--- config.mk ---
export PLATFORM = sky130hd
export DESIGN_NAME = frb_square_colour
export DESIGN_NICKNAME = d
export VERILOG_FILES = /design/src/rtl/frb_pkg.sv /design/src/rtl/frb_debounce.sv /design/src/rtl/frb_square_colour.sv
export SDC_FILE = /design/constraint.sdc
export NUM_CORES = 1
export LEC_CHECK = 0
export ABC_AREA = 1
export CORE_MARGIN = 8
export CORE_UTILIZATION = 50
export CTS_CLUSTER_DIAMETER = 30
export DETAILED_ROUTE_END_ITERATION = 12
export PLACE_DENSITY = 0.71
export SETUP_SLACK_MARGIN = 0.05
export SKIP_CTS_REPAIR_TIMING = 1
export SLEW_MARGIN = 20
export SYNTH_ARGS = -nofsm -noshare
export SYNTH_HDL_FRONTEND = slang
export SYNTH_SLANG_ARGS = --single-unit
--- constraint.sdc ---
create_clock -name clk -period 2.4 [get_ports clk]
set_input_delay 0.48 -clock clk [delete_from_list [all_inputs] [get_ports clk]]
set_output_delay 0.48 -clock clk [all_outputs]
set_load 0.05 [all_outputs]
--- src/rtl/frb_pkg.sv ---
// ---------------------------------------------------------------------------
// frb_pkg
// Shared definitions for the frb square strip: number of squares, the
// pixel colour constants and the IDLE/LOCKED state encoding.
// ---------------------------------------------------------------------------
package frb_pkg;

  localparam int NUM_FRB = 3;

  localparam logic [23:0] COL_OFF   = 24'h000000;  // not inside the strip
  localparam logic [23:0] COL_DIM   = 24'h808080;  // unselected square
  localparam logic [23:0] COL_LOCK  = 24'hFF0000;  // selected, cooling down
  localparam logic [23:0] COL_BLINK = 24'hFFFF00;  // selected, blink phase 1
  localparam logic [23:0] COL_SEL   = 24'hFFFFFF;  // selected, blink phase 0

  typedef enum logic {
    ST_IDLE   = 1'b0,
    ST_LOCKED = 1'b1
  } frb_state_e;

endpackage

--- src/rtl/frb_debounce.sv ---
// ---------------------------------------------------------------------------
// frb_debounce
// Two-flop synchroniser, counter debouncer and rising-edge detector for one
// raw push button.
//   clk     : pixel clock
//   rst_n   : asynchronous active-low reset
//   i_btn   : raw asynchronous button level (active high)
//   o_press : one-cycle pulse when the debounced level rises
// ---------------------------------------------------------------------------
module frb_debounce #(
  parameter int DEBOUNCE_CYCLES = 250000
) (
  input  logic clk,
  input  logic rst_n,
  input  logic i_btn,
  output logic o_press
);

  localparam int CNT_W = $clog2(DEBOUNCE_CYCLES + 1);
  localparam logic [CNT_W-1:0] CNT_LAST = CNT_W'(DEBOUNCE_CYCLES - 1);

  logic             r_sync1;
  logic             r_sync2;
  logic             r_level;
  logic             r_level_d;
  logic [CNT_W-1:0] r_cnt;

  // The counter only runs while the synchronised input disagrees with the
  // accepted level; any cycle of agreement (a bounce back) clears it.
  always_ff @(posedge clk or negedge rst_n) begin
    if (!rst_n) begin
      r_sync1   <= 1'b0;
      r_sync2   <= 1'b0;
      r_level   <= 1'b0;
      r_level_d <= 1'b0;
      r_cnt     <= '0;
    end else begin
      r_sync1   <= i_btn;
      r_sync2   <= r_sync1;
      r_level_d <= r_level;
      if (r_sync2 != r_level) begin
        if (r_cnt == CNT_LAST) begin
          r_level <= r_sync2;
          r_cnt   <= '0;
        end else begin
          r_cnt <= r_cnt + 1'b1;
        end
      end else begin
        r_cnt <= '0;
      end
    end
  end

  assign o_press = r_level & ~r_level_d;

endmodule

--- src/rtl/frb_square_colour.sv ---
// ---------------------------------------------------------------------------
// frb_square_colour
// Cursor / fire controller and pixel colouring for a strip of three squares.
//   clk, rst_n          : pixel clock, asynchronous active-low reset
//   frb_square_there    : pixel lies inside the strip
//   frb_select[1:0]     : square index under the pixel (3 = none)
//   frame_start         : one-cycle pulse per frame
//   btn_left/right/fire : raw push buttons
//   frb_rgb[23:0]       : strip colour, one clock after the pixel inputs
//   frb_rgb_valid       : frb_rgb overrides the background
//   cursor[1:0]         : highlighted square
//   fire_pulse          : one-cycle pulse on an accepted fire
//   fired_sel[1:0]      : cursor captured at the last accepted fire
// ---------------------------------------------------------------------------
module frb_square_colour
  import frb_pkg::*;
#(
  parameter int DEBOUNCE_CYCLES = 250000,
  parameter int BLINK_FRAMES    = 15,
  parameter int LOCK_FRAMES     = 30
) (
  input  logic        clk,
  input  logic        rst_n,
  input  logic        frb_square_there,
  input  logic [1:0]  frb_select,
  input  logic        frame_start,
  input  logic        btn_left,
  input  logic        btn_right,
  input  logic        btn_fire,
  output logic [23:0] frb_rgb,
  output logic        frb_rgb_valid,
  output logic [1:0]  cursor,
  output logic        fire_pulse,
  output logic [1:0]  fired_sel
);

  localparam int BLINK_W = $clog2(BLINK_FRAMES + 1);
  localparam int LOCK_W  = $clog2(LOCK_FRAMES + 1);
  localparam logic [BLINK_W-1:0] BLINK_LAST = BLINK_W'(BLINK_FRAMES - 1);
  localparam logic [LOCK_W-1:0]  LOCK_LAST  = LOCK_W'(LOCK_FRAMES - 1);
  localparam logic [1:0]         CUR_MAX    = 2'(NUM_FRB - 1);

  function automatic logic [23:0] pick_colour(
    input logic [1:0] sel,
    input logic [1:0] cur,
    input frb_state_e st,
    input logic       blink
  );
    if (sel != cur)          return COL_DIM;
    else if (st == ST_LOCKED) return COL_LOCK;
    else if (blink)           return COL_BLINK;
    else                      return COL_SEL;
  endfunction

  logic w_press_l, w_press_r, w_press_f;

  frb_debounce #(.DEBOUNCE_CYCLES(DEBOUNCE_CYCLES)) u_db_left (
    .clk(clk), .rst_n(rst_n), .i_btn(btn_left),  .o_press(w_press_l));
  frb_debounce #(.DEBOUNCE_CYCLES(DEBOUNCE_CYCLES)) u_db_right (
    .clk(clk), .rst_n(rst_n), .i_btn(btn_right), .o_press(w_press_r));
  frb_debounce #(.DEBOUNCE_CYCLES(DEBOUNCE_CYCLES)) u_db_fire (
    .clk(clk), .rst_n(rst_n), .i_btn(btn_fire),  .o_press(w_press_f));

  frb_state_e         r_state;
  frb_state_e         w_state_nxt;
  logic [1:0]         r_cursor;
  logic [1:0]         r_fired_sel;
  logic               r_fire_pulse;
  logic [LOCK_W-1:0]  r_lock_cnt;
  logic [BLINK_W-1:0] r_frame_cnt;
  logic               r_blink;
  logic [23:0]        r_rgb;
  logic               r_rgb_valid;

  logic w_lock_done;
  logic w_fire_accept;
  logic w_step_l;
  logic w_step_r;

  assign w_lock_done = (r_state == ST_LOCKED) && frame_start && (r_lock_cnt == LOCK_LAST);

  // FSM state register
  always_ff @(posedge clk or negedge rst_n) begin
    if (!rst_n) r_state <= ST_IDLE;
    else        r_state <= w_state_nxt;
  end

  // FSM next state
  always_comb begin
    w_state_nxt = r_state;
    case (r_state)
      ST_IDLE:   if (w_press_f)   w_state_nxt = ST_LOCKED;
      ST_LOCKED: if (w_lock_done) w_state_nxt = ST_IDLE;
      default:   w_state_nxt = ST_IDLE;
    endcase
  end

  // FSM outputs: a fire wins over any coincident move; in LOCKED every
  // press is simply dropped. Opposite moves in the same cycle cancel.
  always_comb begin
    w_fire_accept = 1'b0;
    w_step_l      = 1'b0;
    w_step_r      = 1'b0;
    if (r_state == ST_IDLE) begin
      w_fire_accept = w_press_f;
      w_step_l      = !w_press_f && w_press_l && !w_press_r;
      w_step_r      = !w_press_f && w_press_r && !w_press_l;
    end
  end

  always_ff @(posedge clk or negedge rst_n) begin
    if (!rst_n) begin
      r_cursor     <= '0;
      r_fired_sel  <= '0;
      r_fire_pulse <= 1'b0;
      r_lock_cnt   <= '0;
    end else begin
      r_fire_pulse <= w_fire_accept;
      if (w_fire_accept) r_fired_sel <= r_cursor;
      if (w_step_l)      r_cursor <= (r_cursor == 2'd0) ? CUR_MAX : r_cursor - 2'd1;
      else if (w_step_r) r_cursor <= (r_cursor == CUR_MAX) ? 2'd0 : r_cursor + 2'd1;
      if (r_state != ST_LOCKED) r_lock_cnt <= '0;
      else if (frame_start)     r_lock_cnt <= w_lock_done ? '0 : r_lock_cnt + 1'b1;
    end
  end

  // Blink phase runs freely on frame_start, independent of the FSM.
  always_ff @(posedge clk or negedge rst_n) begin
    if (!rst_n) begin
      r_frame_cnt <= '0;
      r_blink     <= 1'b0;
    end else if (frame_start) begin
      if (r_frame_cnt == BLINK_LAST) begin
        r_frame_cnt <= '0;
        r_blink     <= ~r_blink;
      end else begin
        r_frame_cnt <= r_frame_cnt + 1'b1;
      end
    end
  end

  // Pixel path: one register stage, colour taken from the cursor/state
  // held before this edge's update.
  always_ff @(posedge clk or negedge rst_n) begin
    if (!rst_n) begin
      r_rgb_valid <= 1'b0;
      r_rgb       <= COL_OFF;
    end else begin
      r_rgb_valid <= frb_square_there && (frb_select != 2'd3);
      r_rgb       <= (frb_square_there && (frb_select != 2'd3))
                     ? pick_colour(frb_select, r_cursor, r_state, r_blink)
                     : COL_OFF;
    end
  end

  assign frb_rgb       = r_rgb;
  assign frb_rgb_valid = r_rgb_valid;
  assign cursor        = r_cursor;
  assign fire_pulse    = r_fire_pulse;
  assign fired_sel     = r_fired_sel;

endmodule

# Word level (Yosys, flattened, before mapping)

Index checks and enable logic that the tools add are counted.

Memories kept: 0
Logic and storage cells: 91
Register bits: 107
Bits in latches: 0
Output and inout bits: 30
Bits in read-only memories: 0
Memory bits (writable): 0

Shift-type cells: 0
Muxes and demuxes: 24
Multipliers: 0
Reductions and logical operators: 16
Divide/modulo/power cells: 0
Equal/unequal tests: 12
Bitwise logic cells: 8
$lt $le $gt $ge: 0
Add/subtract/negate cells: 7

Operators with widths:

| cell                                                            | number |
|---|---|
| 18-bit two-way mux                                              | 6 |
| 24-bit two-way mux                                              | 3 |
| 18-bit by 1-bit adder with 18-bit output, second input constant | 3 |
| 18-bit equality test, second input constant                     | 3 |
| 5-bit two-way mux                                               | 3 |
| 2-bit two-way mux                                               | 4 |
| 8-bit two-way mux                                               | 1 |
| 2-bit AND reduction                                             | 4 |
| 1-bit logical AND                                               | 7 |
| 5-bit by 1-bit adder with 5-bit output, second input constant   | 1 |
| 5-bit equality test, second input constant                      | 1 |
| 1-bit two-way mux                                               | 5 |
| 1-bit inverter                                                  | 5 |
| 4-bit by 1-bit adder with 4-bit output, second input constant   | 1 |
| 4-bit equality test, second input constant                      | 1 |
| 4-bit two-way mux                                               | 1 |
| 2-bit != test, second input constant                            | 2 |
| 1-bit AND                                                       | 3 |
| 1-bit zero test                                                 | 3 |
| 1-bit != test                                                   | 3 |
| 2-bit by 1-bit adder with 2-bit output, second input constant   | 1 |
| 2-bit equality test, second input constant                      | 1 |
| 2-bit zero test                                                 | 1 |
| 2-bit != test                                                   | 1 |
| other kinds (3)                                                 | 3 |

# Depth between registers and ports, before layout

Gate-level depths: netlist (run 1).

Depth in word-level cells: 8
Mapped depth: 9
Gate-level depth less buffers: 9

# Cells and area by module

From an unflattened synthesis (run 1), not the netlist that was laid out.

Cell total of the unflattened synthesis: 566
Area total of the unflattened synthesis: 4,677.0 um2

Modules (own cells, without submodules):

| module            | cells each | seq. area each (um2) | area each (um2) | instances |
|---|---|---|---|---|
| frb_debounce      | 141        | 550.5                | 1,148.6         | 3 |
| frb_square_colour | 143        | 550.5                | 1,231.2         | 1 |

# Least setup slack after synthesis (run 1)

OpenSTA, ideal clock, no wires.

Kind: reg2out
Start: reg frb_rgb[14] (netlist name)
End: out frb_rgb[10]
Required time: 1.920 ns
Buffers on the path: 1
Arrival: 0.978 ns
Setup slack: 0.942 ns
Stages on the path, launching flop included: 2
Path through: dfrtp_1 > buf_4

RTL lines:

| item          | RTL line                | text |
|---|---|---|
| end, declared | frb_square_colour.sv:30 | `output logic [23:0] frb_rgb,` |

==> results of run 1 <==
==> flip-flops by register name, summed over array words and instances, names as in the netlist, 2 cells and up <==
name	count
u_db_fire.r_cnt	18
frb_rgb	6
r_lock_cnt	5
fired_sel	2
r_frame_cnt	4
u_db_right.r_cnt	18
cursor	2
u_db_left.r_cnt	18
==> cell usage after synthesis <==
library cell  instances
dfrtp_1              88
nor2_4                5
inv_1                58
and2_0                1
nor3_1                5
nor2_2                7
nand2_1             109
o21bai_1              2
nand2_2               7
or2_2                 1
o22ai_1               2
nor3b_2               1
ha_1                  8
nor4_1                1
xor2_2                2
xor2_1               22
nand4_1               6
nand3b_1              1
buf_2                 1
o21ai_0              14
buf_4                19
o21ai_1               2
xnor2_1              10
nand3_2               2
o211ai_1              2
nor2_1              129
nand3_1              42
nor3b_1               3
a21oi_1              10
==> stage by stage <==
| step | power [W] | std cells | util |
|---|---|---|---|
| after floorplan | 0.001991 | 560 | - |
| after global placement | 0.002099 | 688 | 0.5634 |
| after detailed placement | 0.002130 | 688 | 0.5634 |
| after CTS | 0.003298 | 704 | 0.5897 |
| after global routing | 0.003419 | 704 | 0.5897 |
| final | 0.003255 | 704 | 0.5897 |
==> report_power, final <==
| group | switching (W) | internal (W) | leakage (nW) |
|---|---|---|---|
| Combinational | 0.000248 | 0.000148 | 0.931 |
| Sequential | 0.000108 | 0.00159 | 1.18 |
| Clock | 0.000542 | 0.000618 | 0.109 |
==> logic make-up (layout without fill, tap and decap cells) <==
group,after synthesis,count (layout),synth area share
flops,88,88,0.4846
compound gates,32,32,0.03799
simple gates,320,320,0.3062
fa+ha+maj,8,8,0.02203
buf+inv,78,114,0.08040
xor+xnor,34,34,0.06883
==> how the worst max path moves through the flow <==
| stage | cells after the start | from | end | slack, ns |
|---|---|---|---|---|
| floorplan | 1 | frb_rgb[14] | frb_rgb[10] | 0.94 |
| global placement | 7 | frame_start | r_lock_cnt[4] | 0.68 |
| detailed placement | 7 | frame_start | r_lock_cnt[4] | 0.62 |
| CTS | 1 | frb_rgb[14] | frb_rgb[9] | 0.24 |
| global route | 1 | frb_rgb[14] | frb_rgb[13] | 0.18 |
| finish | 1 | frb_rgb[14] | frb_rgb[10] | 0.28 |
==> routing by layer <==
layer  vias up  wire, um  share of wire  track usage
met4         0       138          0.016      0.05422
li1       1790         -              -            -
met3        17       507          0.057      0.03811
met2        83      4133           0.47       0.2458
met1      1685      4085           0.46       0.1850
met5         -         0              0            0
==> cell type report <==
cell class | instances | share of cell area
multi-input cells | 394 | 0.3826
flip-flops and latches | 88 | 0.4261
well taps | 108 | 0.02615
inverters | 58 | 0.04213
clock buffers | 10 | 0.02663
clock inverters | 6 | 0.01792
repair buffers | 40 | 0.07845
==> out/metrics.yaml, run 1 <==
status:
  status: "finished clean"
synth:
  yosysTopAreaCellShare: 0.4846
  syn_area_um2: 4544
  ys_ff_latch: 88
  synth_top_cell_by_area: "dfrtp_1"
  synth_seq_area_share: 0.4846
  synth_cell_types: 29
  ys_top_cells_by_area: "dfrtp_1, nor2_1, nand2_1, inv_1, nand3_1"
  yosysWarnings: 0
  avgSynthCellArea_um2: 8.115
  syn_nets: 577
  synthCells: 560
timing:
  setup_tns_ns: 0
  slew_violations: 0
  final_hold_viol_count: 0
  period_needed_ns: 2.122
  finalCritPeriodShare: 0.8840
  max_slew_margin: 0.6016
  fmax_mhz: 471.3
  rsz0062_at_grt: "no"
  whs_ns: 0.1325
  fin_ws_ns: 0.2784
  worst_pin_slew_ns: 0.5975
  setup_violations: 0
  finClkSkew_ns: 0.01060
worst_setup_path:
  r2r_start: "u_db_fire.r_cnt[0]"
  crit_buf_inv: 1
  r2r_slack_ns: 0.82
  crit_type: "flop to output port"
  crit_chain: "clkdlybuf4s50_1"
  crit_path_max_fanout: 7
  path_delay_family: "buffers and inverters"
  reg2regPathDepth: 6
  critPathCaptureType: "output port"
  crit_required_ns: 1.92
  cp.arrival_ns: 1.64
  startpoint_type: "flop"
  cp_slowest_cell: "clkdlybuf4s50_1"
  cpPeakStageDelay_ns: 0.84
  r2r_end: "u_db_fire.r_cnt[12]"
pwr:
  p_per_area_nw_per_um2: 629.9
  peakVddDrop_mv: 0.3692
  p_leak_nw: 2.220
die:
  row_count: 34
  pin_count: 39
  die_y_um: 111.3
  die_x_um: 111.3
  initial_core_util: 0.5186
  coreArea_um2: 8763
  die_area_um2: 12400
cts:
  clkLatencyLatePin_ns: 0.36
  tritoncts: "done"
  clk_pin_slew_ns: 0.09
  clockBufferDepth: 2
  clock-sinks: 88
  cts_buffers: 9
  htree_levels: 3
  root_buffer: "clkbuf_8"
min_path:
  hp-class: "input port to async pin"
drt:
  firstDrtPassIters: 5
  routedWlPerCell_um: 12.59
  postRouteAntennaNets: 0
  drc: 0
  via_per_inst: 5.078
  dr_total_vias: 3575
  dr.first_iter.drc_count: 256
  totalWireLength_mm: 8.863
placed_design:
  gp_congestion: 0.8668
  dpl_cell_area_um2: 4937
  port_buffers: 38
  hpwl_mm: 6.589
  pre_cts_ws_ns: 0.6191
layout:
  final_cell_mix: "nor2_1, nand2_1, dfrtp_1"
  seq_area_um2: 2202
  num-nets-final: 608
  diodes: 0
  final_cell_area_um2: 5167
  drive_gt1_frac: 0.07383
  final_common_cell: "nor2_1"
  syn_to_final_growth_pct: 13.71
  multi_input_area_um2: 1977
  nFillCells: 787
global_routing:
  grt_max_degree: 48
  antenna_found_initial: 0
  grt_use_total: 0.1492
  overflow: 0
  grt_pass1_wl_mm: 15.68
  grt_pass1_vias: 3481
job:
  drv_cap: 0
Power figures use the tool's default switching activity.
==> run 2, diff against run 1 <==
- SKIP_CTS_REPAIR_TIMING: 1 -> unset
==> results of run 2 <==
Final layout, timing and power as in run 1 (identical DEF).
==> run 3, diff against run 2 <==
- MAX_ROUTING_LAYER: unset -> met4
==> run 3 against run 2 <==
Sequential share of layout area increased by 0.34 points. Clock skew is 0.0043 ns higher. First-iteration DRC count decreased by 21%. Design area is 0.80% lower. Combinational power about the same. Power is 3.8% lower. Critical path depth is the same. Critical endpoint is now frb_rgb[4]. Largest cell class unchanged. Largest power group unchanged.
==> out/metrics.yaml, run 3 (same netlist as run 1, synthesis figures left out) <==
status:
  status: "finished clean"  # unchanged
drt:
  dr.first_iter.drc_count: 203  # was 256
  firstDrtPassIters: 4  # was 5
  via_per_inst: 5.026  # was 5.078
  totalWireLength_mm: 8.604  # was 8.863 mm
  dr_total_vias: 3533  # was 3575
  drc: 0  # unchanged
  routedWlPerCell_um: 12.24  # was 12.59 um
  postRouteAntennaNets: 0  # unchanged
worst_setup_path:
  crit_required_ns: 1.92  # about the same
  r2r_slack_ns: 0.84  # was 0.82 ns
  crit_path_max_fanout: 7  # unchanged
  cp_slowest_cell: "clkdlybuf4s50_1"  # unchanged
  startpoint_type: "flop"  # unchanged
  path_delay_family: "buffers and inverters"  # unchanged
  crit_type: "flop to output port"  # unchanged
  crit_chain: "clkdlybuf4s50_1"  # unchanged
  crit_buf_inv: 1  # unchanged
  cpPeakStageDelay_ns: 0.84  # about the same
  cp.arrival_ns: 1.64  # about the same
  critPathCaptureType: "output port"  # unchanged
die:
  pin_count: 39  # unchanged
  coreArea_um2: 8763  # unchanged
  die_y_um: 111.3  # unchanged
  row_count: 34  # unchanged
  die_x_um: 111.3  # unchanged
  die_area_um2: 12400  # unchanged
  initial_core_util: 0.5186  # unchanged
placed_design:
  port_buffers: 38  # unchanged
  dpl_cell_area_um2: 4930  # was 4937 um^2
  gp_congestion: 0.8787  # was 0.8668
  dp.cells: 687  # was 688
  hpwl_mm: 6.324  # was 6.589 mm
cts:
  clkLatencyLatePin_ns: 0.36  # about the same
  clk_pin_slew_ns: 0.10  # was 0.09 ns
  cts_buffers: 9  # unchanged
  cts-hold-fix-buffers: 0  # unchanged
  cts_resized: 0  # unchanged
  tritoncts: "done"  # unchanged
  clockBufferDepth: 2  # unchanged
  post_cts_buffers: 0  # unchanged
  clock-sinks: 88  # unchanged
  htree_levels: 3  # unchanged
  root_buffer: "clkbuf_8"  # unchanged
timing:
  finClkSkew_ns: 0.01494  # was 0.01060 ns
  max_slew_margin: 0.6626  # was 0.6016
  worst_pin_slew_ns: 0.5046  # was 0.5975 ns
  rsz0062_at_grt: "no"  # unchanged
  setup_violations: 0  # unchanged
  slew_violations: 0  # unchanged
  fmax_mhz: 471.3  # about the same
  setup_tns_ns: 0  # unchanged
  final_hold_viol_count: 0  # unchanged
  period_needed_ns: 2.122  # about the same
  finalCritPeriodShare: 0.8841  # was 0.8840
pwr:
  peakVddDrop_mv: 0.3718  # was 0.3692 mV
  p_leak_nw: 2.192  # was 2.220 nW
  p_per_area_nw_per_um2: 611.0  # was 629.9 nW/um^2
min_path:
  hp-class: "input port to async pin"  # unchanged
global_routing:
  overflow: 0  # unchanged
  antenna_found_initial: 0  # unchanged
  grt_max_degree: 89  # was 48
  grt_use_total: 0.1484  # was 0.1492
  grt_pass1_wl_mm: 15.24  # was 15.68 mm
  grt_pass1_vias: 3430  # was 3481
layout:
  drive_gt1_frac: 0.07059  # was 0.07383
  final_cell_area_um2: 5126  # was 5167 um^2
  num-nets-final: 607  # was 608
  nFillCells: 766  # was 787
  syn_to_final_growth_pct: 12.80  # was 13.71%
  diodes: 0  # unchanged
  final_common_cell: "nor2_1"  # unchanged
  top_regs: "u_db_fire.r_cnt x18, u_db_left.r_cnt x18, u_db_right.r_cnt x18"  # unchanged
  final_cell_mix: "nor2_1, nand2_1, dfrtp_1"  # unchanged
  multi_input_area_um2: 1977  # unchanged
  seq_area_um2: 2202  # unchanged
  finalNonFillerCells: 703  # was 704
job:
  drv_cap: 0  # unchanged
==> run 3: area by class of cell <==
cell class	instances	area share
well taps	108	0.02636
multi-input cells	394	0.3856
repair buffers	39	0.07762
flip-flops and latches	88	0.4296
clock inverters	6	0.01342
clock buffers	10	0.02490
inverters	58	0.04247
==> run 3: worst paths after layout <==
| kind | from | endpoint | depth (start not counted) |
|---|---|---|---|
| hold / removal | rst_n | u_db_left.r_cnt[9] | 2 |
| setup / recovery | frb_rgb[6] | frb_rgb[4] | 1 |
| max in group asynchronous | rst_n | u_db_left.r_cnt[16] | 2 |
| hold reg to reg | u_db_fire.r_sync1 | u_db_fire.r_sync2 | 0 |
| setup reg to reg | u_db_fire.r_cnt[0] | u_db_fire.r_cnt[0] | 6 |
| min in group clk | u_db_fire.r_sync1 | u_db_fire.r_sync2 | 0 |
==> run 3: layer usage <==
metal	GRT usage	part of all wire	vias up	wire length [um]
met5	-	0	-	0
met4	0.05156	0.013	0	114
met3	0.03918	0.052	9	444
met2	0.2315	0.46	78	3939
met1	0.1824	0.48	1657	4105
li1	-	-	1789	-
==> run 3: where the power goes <==
group | switching, W | internal, W | leakage [nW] | total, W
combinational | 0.000247 | 0.000147 | 0.926 | 0.000393
clock | 0.000558 | 0.000485 | 0.0851 | 0.00104
sequential | 0.000104 | 0.00159 | 1.18 | 0.00169
total | 0.000909 | 0.00222 | 2.19 | 0.00313
==> run 3: through the flow <==
stage	total power, W	util	hold WS [ns]	setup slack, ns
2_1_floorplan	0.001991	-	0.1844	0.9424
3_3_place_gp	0.002096	0.5625	0.3338	0.6774
3_5_place_dp	0.002123	0.5625	0.3355	0.6391
4_1_cts	0.003161	0.5850	0.1569	0.2408
5_1_grt	0.003290	0.5850	0.1761	0.1823
6_report	0.003132	0.5850	0.1180	0.2781
